## src/rtl/spi_pkg.sv

```systemverilog
// Shared register map, CTRL/STATUS bit layout and sequencer state encoding
// for the SPI master and its request sequencer.
package spi_pkg;

    localparam logic [31:0] SPI_CTRL_OFS   = 32'h0;
    localparam logic [31:0] SPI_DATA_OFS   = 32'h4;
    localparam logic [31:0] SPI_STATUS_OFS = 32'h8;

    localparam int CTRL_EN      = 0;
    localparam int CTRL_CPOL    = 1;
    localparam int CTRL_CPHA    = 2;
    localparam int CTRL_SS      = 3;
    localparam int CTRL_DIV_LSB = 8;
    localparam int CTRL_DIV_MSB = 15;

    localparam int STATUS_BUSY = 0;

    typedef enum logic [2:0] {
        IDLE,
        LOAD,
        START,
        WAIT,
        POLL,
        READ,
        EMIT,
        DESEL
    } seq_state_e;

    function automatic logic [31:0] ctrl_word(input logic [7:0] div,
                                              input logic       cpha,
                                              input logic       cpol,
                                              input logic       ss,
                                              input logic       en);
        logic [31:0] w;
        w = '0;
        w[CTRL_DIV_MSB:CTRL_DIV_LSB] = div;
        w[CTRL_SS]   = ss;
        w[CTRL_CPHA] = cpha;
        w[CTRL_CPOL] = cpol;
        w[CTRL_EN]   = en;
        return w;
    endfunction

    // Header byte order on the wire: command, then address MSB first.
    function automatic logic [7:0] hdr_byte(input logic [7:0]  cmd,
                                            input logic [23:0] addr,
                                            input logic [1:0]  idx);
        logic [7:0] b;
        case (idx)
            2'd0:    b = cmd;
            2'd1:    b = addr[23:16];
            2'd2:    b = addr[15:8];
            default: b = addr[7:0];
        endcase
        return b;
    endfunction

endpackage

```

## src/rtl/spi_xfer_seq.sv

```systemverilog
// Sequences one cmd+addr+N-byte read as SPI master register accesses.
// Latency: per byte LOAD+START+GUARD wait+poll of the SPI master busy flag, plus READ/EMIT in the read phase.
// Backpressure: req_ready_o only in IDLE; rx byte held in EMIT until rx_ready_i, SPI clock idle meanwhile.
module spi_xfer_seq
    import spi_pkg::*;
#(
    parameter logic [7:0] DIV   = 8'd1,
    parameter logic       CPOL  = 1'b0,
    parameter logic       CPHA  = 1'b0,
    parameter int         LEN_W = 8,
    parameter int         GUARD = 3
) (
    input  logic             clk_i,
    input  logic             rst_ni,
    input  logic             req_valid_i,
    output logic             req_ready_o,
    input  logic [7:0]       req_cmd_i,
    input  logic [23:0]      req_addr_i,
    input  logic [LEN_W-1:0] req_len_i,
    output logic             rx_valid_o,
    output logic [7:0]       rx_data_o,
    input  logic             rx_ready_i,
    output logic             busy_o,
    output logic [31:0]      spi_data_o,
    output logic [31:0]      spi_addr_o,
    output logic             spi_we_o,
    input  logic [31:0]      spi_data_i
);

    localparam logic [31:0] CTRL_START = ctrl_word(DIV, CPHA, CPOL, 1'b1, 1'b1);
    localparam logic [31:0] CTRL_DESEL = ctrl_word(DIV, CPHA, CPOL, 1'b0, 1'b0);
    localparam int          GW         = (GUARD > 2) ? $clog2(GUARD) : 1;

    seq_state_e       state;
    logic [7:0]       cmd_q;
    logic [23:0]      addr_q;
    logic [LEN_W-1:0] rd_cnt;
    logic [1:0]       hdr_cnt;
    logic             in_hdr;
    logic [GW-1:0]    wait_cnt;

    // Only the low byte of DATA and the busy bit of STATUS carry information.
    logic spi_rd_unused;
    assign spi_rd_unused = ^spi_data_i[31:8];

    // Bus outputs are registered: each transition sets the values for the state being entered.
    always_ff @(posedge clk_i or negedge rst_ni) begin
        if (!rst_ni) begin
            state       <= IDLE;
            req_ready_o <= 1'b1;
            busy_o      <= 1'b0;
            rx_valid_o  <= 1'b0;
            rx_data_o   <= 8'h00;
            spi_we_o    <= 1'b0;
            spi_addr_o  <= SPI_STATUS_OFS;
            spi_data_o  <= 32'h0;
            cmd_q       <= 8'h00;
            addr_q      <= 24'h0;
            rd_cnt      <= '0;
            hdr_cnt     <= 2'd0;
            in_hdr      <= 1'b0;
            wait_cnt    <= '0;
        end else begin
            spi_we_o   <= 1'b0;
            spi_addr_o <= SPI_STATUS_OFS;
            spi_data_o <= 32'h0;

            case (state)
                IDLE: begin
                    if (req_valid_i && req_ready_o) begin
                        cmd_q       <= req_cmd_i;
                        addr_q      <= req_addr_i;
                        rd_cnt      <= req_len_i;
                        hdr_cnt     <= 2'd0;
                        in_hdr      <= 1'b1;
                        req_ready_o <= 1'b0;
                        busy_o      <= 1'b1;
                        spi_we_o    <= 1'b1;
                        spi_addr_o  <= SPI_DATA_OFS;
                        spi_data_o  <= {24'h0, req_cmd_i};
                        state       <= LOAD;
                    end
                end

                LOAD: begin
                    spi_we_o   <= 1'b1;
                    spi_addr_o <= SPI_CTRL_OFS;
                    spi_data_o <= CTRL_START;
                    state      <= START;
                end

                START: begin
                    wait_cnt <= GW'(GUARD - 1);
                    state    <= WAIT;
                end

                WAIT: begin
                    if (wait_cnt == '0) begin
                        state <= POLL;
                    end else begin
                        wait_cnt <= wait_cnt - 1'b1;
                    end
                end

                POLL: begin
                    if (!spi_data_i[STATUS_BUSY]) begin
                        if (!in_hdr) begin
                            spi_addr_o <= SPI_DATA_OFS;
                            state      <= READ;
                        end else if (hdr_cnt != 2'd3) begin
                            hdr_cnt    <= hdr_cnt + 2'd1;
                            spi_we_o   <= 1'b1;
                            spi_addr_o <= SPI_DATA_OFS;
                            spi_data_o <= {24'h0, hdr_byte(cmd_q, addr_q, hdr_cnt + 2'd1)};
                            state      <= LOAD;
                        end else if (rd_cnt == '0) begin
                            in_hdr     <= 1'b0;
                            spi_we_o   <= 1'b1;
                            spi_addr_o <= SPI_CTRL_OFS;
                            spi_data_o <= CTRL_DESEL;
                            state      <= DESEL;
                        end else begin
                            // First dummy byte of the read phase.
                            in_hdr     <= 1'b0;
                            spi_we_o   <= 1'b1;
                            spi_addr_o <= SPI_DATA_OFS;
                            state      <= LOAD;
                        end
                    end
                end

                READ: begin
                    rx_data_o  <= spi_data_i[7:0];
                    rx_valid_o <= 1'b1;
                    state      <= EMIT;
                end

                EMIT: begin
                    if (rx_ready_i) begin
                        rx_valid_o <= 1'b0;
                        rd_cnt     <= rd_cnt - 1'b1;
                        spi_we_o   <= 1'b1;
                        if (rd_cnt == LEN_W'(1)) begin
                            spi_addr_o <= SPI_CTRL_OFS;
                            spi_data_o <= CTRL_DESEL;
                            state      <= DESEL;
                        end else begin
                            spi_addr_o <= SPI_DATA_OFS;
                            state      <= LOAD;
                        end
                    end
                end

                DESEL: begin
                    req_ready_o <= 1'b1;
                    busy_o      <= 1'b0;
                    state       <= IDLE;
                end

                default: begin
                    req_ready_o <= 1'b1;
                    busy_o      <= 1'b0;
                    state       <= IDLE;
                end
            endcase
        end
    end

endmodule

```

## config.mk

```make
export PLATFORM = sky130hd
export DESIGN_NAME = spi_xfer_seq
export DESIGN_NICKNAME = d
export VERILOG_FILES = /design/src/rtl/spi_pkg.sv /design/src/rtl/spi_xfer_seq.sv
export SDC_FILE = /design/constraint.sdc
export NUM_CORES = 1
export LEC_CHECK = 0
export BUFFER_PORTS_ARGS = -buffer_cell sky130_fd_sc_hd__clkbuf_2
export CAP_MARGIN = 25
export CORE_ASPECT_RATIO = 1.25
export CORE_MARGIN = 2
export CORE_UTILIZATION = 39
export DETAILED_ROUTE_END_ITERATION = 6
export PLACE_DENSITY = 0.77
export SYNTH_ARGS = -nofsm -noshare
export SYNTH_HDL_FRONTEND = slang
export SYNTH_SLANG_ARGS = --single-unit
```

## constraint.sdc

```tcl
create_clock -name clk_i -period 2.15 [get_ports clk_i]
set_input_delay 0.43 -clock clk_i [delete_from_list [all_inputs] [get_ports clk_i]]
set_output_delay 0.43 -clock clk_i [all_outputs]
set_load 0.05 [all_outputs]
```

Word level (Yosys, flattened, before mapping). Index checks and enable logic that the tools add are counted. W data, S select, Z words.

Word-level logic and storage cells: 104. Output and inout port bits: 76. Register bits: 124.

Equality and inequality tests: 18. Reductions and logical operators: 18. Add/subtract/negate cells: 3. Multiplexer cells: 51.

Operator list (count): $mux W9 (6); $mux W3 (12); $pmux W9 S4 (1); $mux W8 (3); $pmux W3 S8 (1); $pmux W8 S3 (1); $ne A2 B2 Y1 const B (8); $pmux W4 S4 (1); $pmux W8 S2 (1); $eq A3 B3 Y1 const B (4); $mux W4 (3); $mux W1 (10); $mux W2 (5); $reduce_bool A2 Y1 (5); $eq A8 B1 Y1 const B (1); $logic_not A8 Y1 (1); $pmux W1 S2 (4); $pmux W2 S2 (2); $reduce_and A2 Y1 (4); $sub A8 B1 Y8 const B (1); $eq A3 B2 Y1 const B (2); $reduce_and A3 Y1 (2); $reduce_and A5 Y1 (1); $logic_not A2 Y1 (2); other kinds (9) (9).

Depth between registers and ports, before layout. Gate-level depths: netlist of run 1.

Word-level depth: 7. Depth in mapped cells: 7. Depth with buffers taken out: 6.

Least setup slack after synthesis of run 1. Ideal clock, no wire load.

Kind: register to register. Start point: register req_ready_o. End point: register addr_q[10]. Buffers on the path: 1. Cell stages (with the launch flop): 5. Arrival time: 1.709 ns. Clock period less this slack: 1.834 ns. Path slack: 0.316 ns. Data required time: 2.025 ns. Cell sequence: dfstp_2 nand4bb_1 nor2_2 buf_2 mux2_2.

Longest elaborated chain between the ends: 2.

Ends and longest elaborated chain: start, declared (RTL line spi_xfer_seq.sv:16) `output logic req_ready_o,`; start signal, assigned (RTL line spi_xfer_seq.sv:50) `req_ready_o <= 1'b1;`; start signal, assigned (RTL line spi_xfer_seq.sv:76) `req_ready_o <= 1'b0;`; start signal, assigned (RTL line spi_xfer_seq.sv:155) `req_ready_o <= 1'b1;`; $logic_and A1 B1 Y1 (RTL line spi_xfer_seq.sv:70) `if (req_valid_i && req_ready_o) begin`; $reduce_and A2 Y1 (no source line); end signal, assigned (RTL line spi_xfer_seq.sv:72) `addr_q <= req_addr_i;`; end, declared (RTL line spi_xfer_seq.sv:36) `logic [23:0] addr_q;`.

No other way between the ends. A chain may end at the register's enable or synchronous reset.

Worst setup path in the final report of run 1.
Start point: register rd_cnt[1]. End point: register rd_cnt[6].

Longest elaborated chain between the ends: 3.

Ends and longest elaborated chain: start, declared (RTL line spi_xfer_seq.sv:37) `logic [LEN_W-1:0] rd_cnt;`; start signal, assigned (RTL line spi_xfer_seq.sv:73) `rd_cnt <= req_len_i;`; start signal, assigned (RTL line spi_xfer_seq.sv:141) `rd_cnt <= rd_cnt - 1'b1;`; $sub A8 B1 Y8 (RTL line spi_xfer_seq.sv:141); $mux W8 (RTL line spi_xfer_seq.sv:139) `if (rx_ready_i) begin`; $pmux W8 S2 (RTL line spi_xfer_seq.sv:68) `case (state)`.

No other way between the ends. The select of a mux whose other input is x is not followed.

==> results of run 1 <==
[through the flow]
stage	hold slack [ns]	setup WS (ns)	total power, µW
2_1_floorplan	0.134	0.316	3390
6_report	0.131	0.182	5180
4_1_cts	0.139	0.193	5230
3_3_place_gp	0.486	0.263	3710
5_1_grt	0.148	0.0836	5480
3_5_place_dp	0.487	0.229	3800
[worst max-delay path by stage]
| stage | start | end | cells past startpoint |
|---|---|---|---|
| detailed placement | rd_cnt[1] | rd_cnt[6] | 6 |
| CTS | rd_cnt[1] | rd_cnt[6] | 6 |
| finish | rd_cnt[1] | rd_cnt[6] | 6 |
| floorplan | req_ready_o | addr_q[10] | 4 |
| global placement | rd_cnt[0] | rd_cnt[6] | 6 |
| global route | rd_cnt[0] | rd_cnt[6] | 6 |
[Yosys cell counts (4+ instances only)]
cell / instances
dfrtp_1: 69
mux2_2: 41
nand2_1: 31
a222oi_1: 8
clkbuf_1: 11
buf_2: 5
a22o_1: 9
buf_4: 53
o21ai_0: 17
nand2b_1: 4
ha_1: 9
nor2_1: 13
inv_1: 7
nand3_1: 5
a21oi_1: 18
[power breakdown]
group | internal [µW] | total [µW] | switching (µW) | leakage, µW
sequential | 1680 | 1950 | 272 | 0.000928
combinational | 572 | 1810 | 1240 | 0.00112
clock | 804 | 1410 | 609 | 0.000139
total | 3060 | 5180 | 2120 | 0.00219
[cell type report]
cell class | count | area (µm²)
Fill cell | 898 | 5090
Sequential cell | 71 | 1780
Tap cell | 126 | 158
Clock inverter | 7 | 62.6
Inverter | 7 | 26.3
Multi-Input combinational cell | 256 | 1720
Clock buffer | 9 | 225
Timing Repair Buffer | 81 | 448
[worst reg2reg max path: cells and delay by family, from the launching register on]
family / cells / cell delay (ns)
fa+ha+maj: 1 / 0.21
compound gates: 2 / 0.33
flops: 1 / 0.40
buf+inv: 1 / 0.13
simple gates: 2 / 0.82
[placed cells by master, fill, tap and decap left out, types with 3 or more instances in the layout]
cell type	instances
mux2_2	41
nand2_1	31
o22ai_1	3
nand3b_1	3
a222oi_1	8
dfrtp_1	69
o221ai_1	3
nor3_1	3
conb_1	53
clkbuf_2	73
ha_1	9
clkbuf_16	9
nand3_1	5
a21oi_1	18
inv_1	7
inv_6	3
nor2_1	13
nor2b_1	3
nand2b_1	4
a22o_1	9
o21ai_0	17
buf_4	5
[per-layer routing]
| layer | routed length (µm) | up-vias | GRT usage (%) | share of wire (%) |
|---|---|---|---|---|
| met3 | 477 | 7 | 4.67 | 6.3 |
| met1 | 3200 | 1303 | 18.6 | 42 |
| li1 | - | 1299 | - | - |
| met2 | 3850 | 86 | 24.2 | 51 |
| met4 | 75 | 0 | 4.98 | 0.99 |
| met5 | 0 | - | 0 | 0 |
[flip-flops by register name (all words and copies together), names as in the netlist]
signal,count
spi_data_o,9
in_hdr,1
wait_cnt,2
spi_we_o,1
addr_q,24
hdr_cnt,2
rx_valid_o,1
spi_addr_o,2
rx_data_o,8
state,3
req_ready_o,1
busy_o,1
cmd_q,8
rd_cnt,8
[cell families (layout without fill, tap and decap cells)]
group           Yosys count  after routing
fa+ha+maj                 9              9
flops                    71             71
compound gates           72             72
other cells               1             53
mux                      42             42
buf+inv                  77            104
simple gates             80             80
==> run_results.csv, run 1 <==
group,metric,value,unit
finish,drive_gt1_share,34.8,%
floorplan,die_w,92.2,µm
cts,ctsResizeCount,0,
sta,finalCritPeriodShare,91.5,%
hold_path,hold_path_class,"input port to async pin",
finish,syn_to_final_growth,16.5,%
floorplan,dieArea,0.0105,mm²
finish,fin_nets,511,
sta,finalSetupViolCount,0,
worst_setup_path,cp_max_fo,4,
sta,maxSlewHeadroom,63.5,%
global_routing,grt_pass1_vias,2566,
sta,fmax,508,MHz
finish,n_antenna_cell,0,
routing,drtIter0Drc,106,
sta,tightest_slew,0.548,ns
power_and_ir_drop,p_leak,0.00219,µW
worst_setup_path,r2r_start,"rd_cnt[1]",
yosys,synthXorXnorAreaFrac,0,%
worst_setup_path,reg2reg_setup_slack,0.18,ns
cts,cts_made_buffers,9,
cts,clk_latency,0.33,ns
global_routing,grt_use_total,14.8,%
cts,max-clock-path-buffers,2,
cts,clk_pin_slew,0.06,ns
worst_setup_path,cp.required,2.40,ns
power_and_ir_drop,powerDensity,1170,mW/mm²
sta,hold_violations,0,
worst_setup_path,crit_type,"flip-flop to flip-flop",
global_routing,antenna_found_initial,0,
global_routing,grt_pass1_wl,12.3,mm
yosys,synth-simple-area-share,11.4,%
sta,final.setup_skew,0.00669,ns
yosys,synth_top_cell_area_share,45.6,%
yosys,synthMuxAreaShare,12.5,%
place,routabilityCongestion,0.831,
yosys,synth_top_family_by_area,"compound AO/OA/AOI/OAI gates",
yosys,synth_compound_area_share,13.0,%
routing,vias_per_cell,4.84,
floorplan,pin_count,152,
yosys,avgSynthCellArea,10.8,µm²
floorplan,die_h,114,µm
yosys,synth_area,0.00379,mm²
cts,clock_sinks,71,
yosys,synthAdderAreaFrac,2.97,%
cts,ctsHtreeMaxLevel,3,
sta,tns,0,ns
worst_setup_path,worstPathArrival,2.22,ns
sta,slew_viol_final,0,
worst_setup_path,startpoint_type,"flip-flop",
yosys,synthArstFlopShare,100,%
routing,routed_wl,7.60,mm
floorplan,core_area,0.00951,mm²
finish,finalInstanceArea,0.00441,mm²
cts,cts_tree,"built",
routing,dr.pass1.iters,4,
routing,wl_per_cell,13.6,µm
finish,final_core_util,46.4,%
worst_setup_path,critical_path_buf_inv_count,1,
yosys,yosys_warnings,0,
outcome,status,"finished clean",
worst_setup_path,cp_slowest_cell,"or3b_2",
yosys,ys_ff_latch,71,
routing,vias,2695,
sta,rsz0062_at_grt,"false",
place,port-buffer-count,74,
power_and_ir_drop,ir_worst_vdd,0.576,mV
cts,postCtsSetupRepairBufs,0,
yosys,netlist_top_cells_area,"dfrtp_1, mux2_2, buf_4",
cts,cts_root_buffer,"clkbuf_16",
worst_setup_path,cp_top_family,"simple AND/OR/NAND/NOR gates",
global_routing,grt_max_degree,72,
routing,drc_errors,0,
floorplan,start_util,39.8,%
cts,ctsHoldBuffers,0,
worst_setup_path,crit_chain,"inv_1 > ha_1 > or3b_2 > or3_1 > a21oi_1 > a2bb2oi_1",
yosys,yosysSeqAreaShare,47.0,%
finish,fin_cells,557,
routing,ant_nets,0,
yosys,synth_edf_count,0,
worst_setup_path,worst_r2r_endpoint,"rd_cnt[6]",
place,placed_cells,541,
sta,period_minus_slack,1.97,ns
job,maxCapViolCount,0,
place,hpwl,5.42,mm
worst_setup_path,cp_slowest_stage_delay,0.48,ns
yosys,synth_cells,352,
yosys,yosysTopAreaCell,"dfrtp_1",
yosys,yosys_most_used_dff,"dfrtp_1",
global_routing,overflow,0,
yosys,synth_cell_type_count,48,
place,placed_cell_area,0.00413,mm²
floorplan,rows,40,
worst_setup_path,endpoint_kind,"flip-flop",
worst_setup_path,worst-r2r-cell-count,6,
Note: power is estimated with default switching activity, not from simulation.
==> run 2: changes to the inputs <==
- CORE_UTILIZATION: 39 -> 40
- PLACE_DENSITY: 0.77 -> 0.78
==> run_results.csv, run 2 (synthesis gave the netlist of run 1 again) <==
group,metric,value,unit
worst_setup_path,worst_r2r_endpoint,"rd_cnt[6]",
worst_setup_path,crit_type,"flip-flop to flip-flop",
sta,hold_violations,0,
sta,period_minus_slack,1.92,ns
worst_setup_path,startpoint_type,"flip-flop",
cts,max-clock-path-buffers,2,
sta,tns,0,ns
worst_setup_path,crit_chain,"inv_1 > ha_1 > or3b_2 > or3_1 > a21oi_1 > a2bb2oi_1",
power_and_ir_drop,ir_worst_vdd,0.420,mV
cts,postCtsSetupRepairBufs,0,
routing,routed_wl,7.70,mm
finish,mostFrequentLayoutCell,"clkbuf_2",
worst_setup_path,endpoint_kind,"flip-flop",
power_and_ir_drop,powerDensity,1180,mW/mm²
floorplan,start_util,41.3,%
sta,fmax,520,MHz
worst_setup_path,r2r_start,"rd_cnt[0]",
finish,fillers,852,
place,port-buffer-count,74,
worst_setup_path,cp.required,2.41,ns
sta,maxSlewHeadroom,61.3,%
worst_setup_path,worstPathArrival,2.18,ns
finish,syn_to_final_growth,16.9,%
sta,rsz0062_at_grt,"false",
worst_setup_path,critical_path_buf_inv_count,1,
worst_setup_path,cp_slowest_stage_delay,0.47,ns
worst_setup_path,cp_top_family,"simple AND/OR/NAND/NOR gates",
place,routabilityCongestion,0.783,
finish,largest_register_ffs,24,
cts,cts_root_buffer,"clkbuf_16",
sta,hold_ws,0.124,ns
cts,ctsResizeCount,0,
floorplan,core_area,0.00917,mm²
routing,drtIter0Drc,119,
place,placed_cells,539,
sta,tightest_slew,0.575,ns
finish,drive_gt1_share,35.0,%
cts,cts_tree,"built",
cts,clock_sinks,71,
cts,cts_made_buffers,9,
routing,wl_per_cell,13.9,µm
finish,fin_cells,555,
routing,ant_nets,0,
outcome,status,"finished clean",
routing,dr.pass1.iters,4,
power_and_ir_drop,p_leak,0.00219,µW
cts,clk_pin_slew,0.06,ns
global_routing,grt_pass1_vias,2556,
worst_setup_path,reg2reg_setup_slack,0.23,ns
finish,final_cell_mix,"clkbuf_2, dfrtp_1, conb_1, mux2_2, nand2_1",
worst_setup_path,cp_max_fo,4,
floorplan,rows,39,
cts,ctsHtreeMaxLevel,3,
cts,clk_latency,0.33,ns
finish,final_core_util,48.3,%
cts,ctsHoldBuffers,0,
finish,n_antenna_cell,0,
routing,vias_per_cell,4.90,
place,hpwl,5.53,mm
hold_path,hold_path_class,"input port to async pin",
floorplan,pin_count,152,
worst_setup_path,worst-r2r-cell-count,6,
sta,slew_viol_final,0,
global_routing,overflow,0,
floorplan,die_w,91.0,µm
floorplan,die_h,113,µm
sta,finalCritPeriodShare,89.5,%
sta,finalSetupViolCount,0,
global_routing,grt_max_degree,72,
finish,largest-register,"addr_q",
worst_setup_path,cp_slowest_cell,"or3b_2",
routing,drc_errors,0,
global_routing,grt_use_total,15.3,%
sta,final.setup_skew,0.00433,ns
routing,vias,2721,
global_routing,grt_pass1_wl,12.4,mm
finish,biggestRegsByFlops,"addr_q (24), spi_data_o (9)",
finish,fin_nets,512,
global_routing,antenna_found_initial,0,
job,maxCapViolCount,0,
floorplan,dieArea,0.0103,mm²
-- run 2: cell count changes in the layout (fill, tap and decap cells not counted), sizes merged --
| cell | previous run | this run |
|---|---|---|
| buf | 8 | 9 |
| bufinv | 0 | 1 |
| clkinvlp | 1 | 4 |
| inv | 11 | 7 |
-- run 2: final cells by class --
type	count	area (µm²)	area share, %
clock buffer	9	225	5.08
clock inverter	7	73.8	1.67
inverter	7	26.3	0.593
multi-input combinational	256	1720	38.7
sequential	71	1780	40.2
tap	123	154	3.47
timing repair buffer	82	455	10.3
-- run 2: routing by layer --
| layer | vias up | part of all wire [%] | wire, µm | global-route usage [%] |
|---|---|---|---|---|
| li1 | 1294 | - | - | - |
| met1 | 1323 | 42 | 3250 | 19.3 |
| met2 | 95 | 51 | 3920 | 24.7 |
| met3 | 9 | 5.3 | 406 | 4.06 |
| met4 | 0 | 1.5 | 119 | 6.97 |
| met5 | - | 0 | 0 | 0 |
-- run 2: power by group --
| group | switching, µW | leakage (µW) | total (µW) | internal (µW) |
|---|---|---|---|---|
| Clock | 569 | 0.000134 | 1470 | 896 |
| Sequential | 260 | 0.000928 | 1940 | 1680 |
| Combinational | 1240 | 0.00113 | 1820 | 578 |
| Total | 2070 | 0.00219 | 5230 | 3150 |
-- run 2: worst max path at each step --
stage,startpoint,slack (ns),end,cells past startpoint
6_report,rd_cnt[0],0.23,rd_cnt[6],6
5_1_grt,rd_cnt[0],0.06,rd_cnt[6],6
4_1_cts,rd_cnt[0],0.22,rd_cnt[6],6
3_5_place_dp,rd_cnt[0],0.23,rd_cnt[6],6
3_3_place_gp,rd_cnt[0],0.26,rd_cnt[6],6
2_1_floorplan,req_ready_o,0.32,addr_q[10],4
-- run 2: stage by stage --
step | area (µm²) | total power, µW | setup slack (ns)
final | 4430 | 5230 | 0.226
after CTS | 4430 | 5270 | 0.218
after detailed placement | 4130 | 3790 | 0.234
after global placement | 4130 | 3710 | 0.259
after global routing | 4430 | 5520 | 0.0555
after floorplan | 3980 | 3390 | 0.316
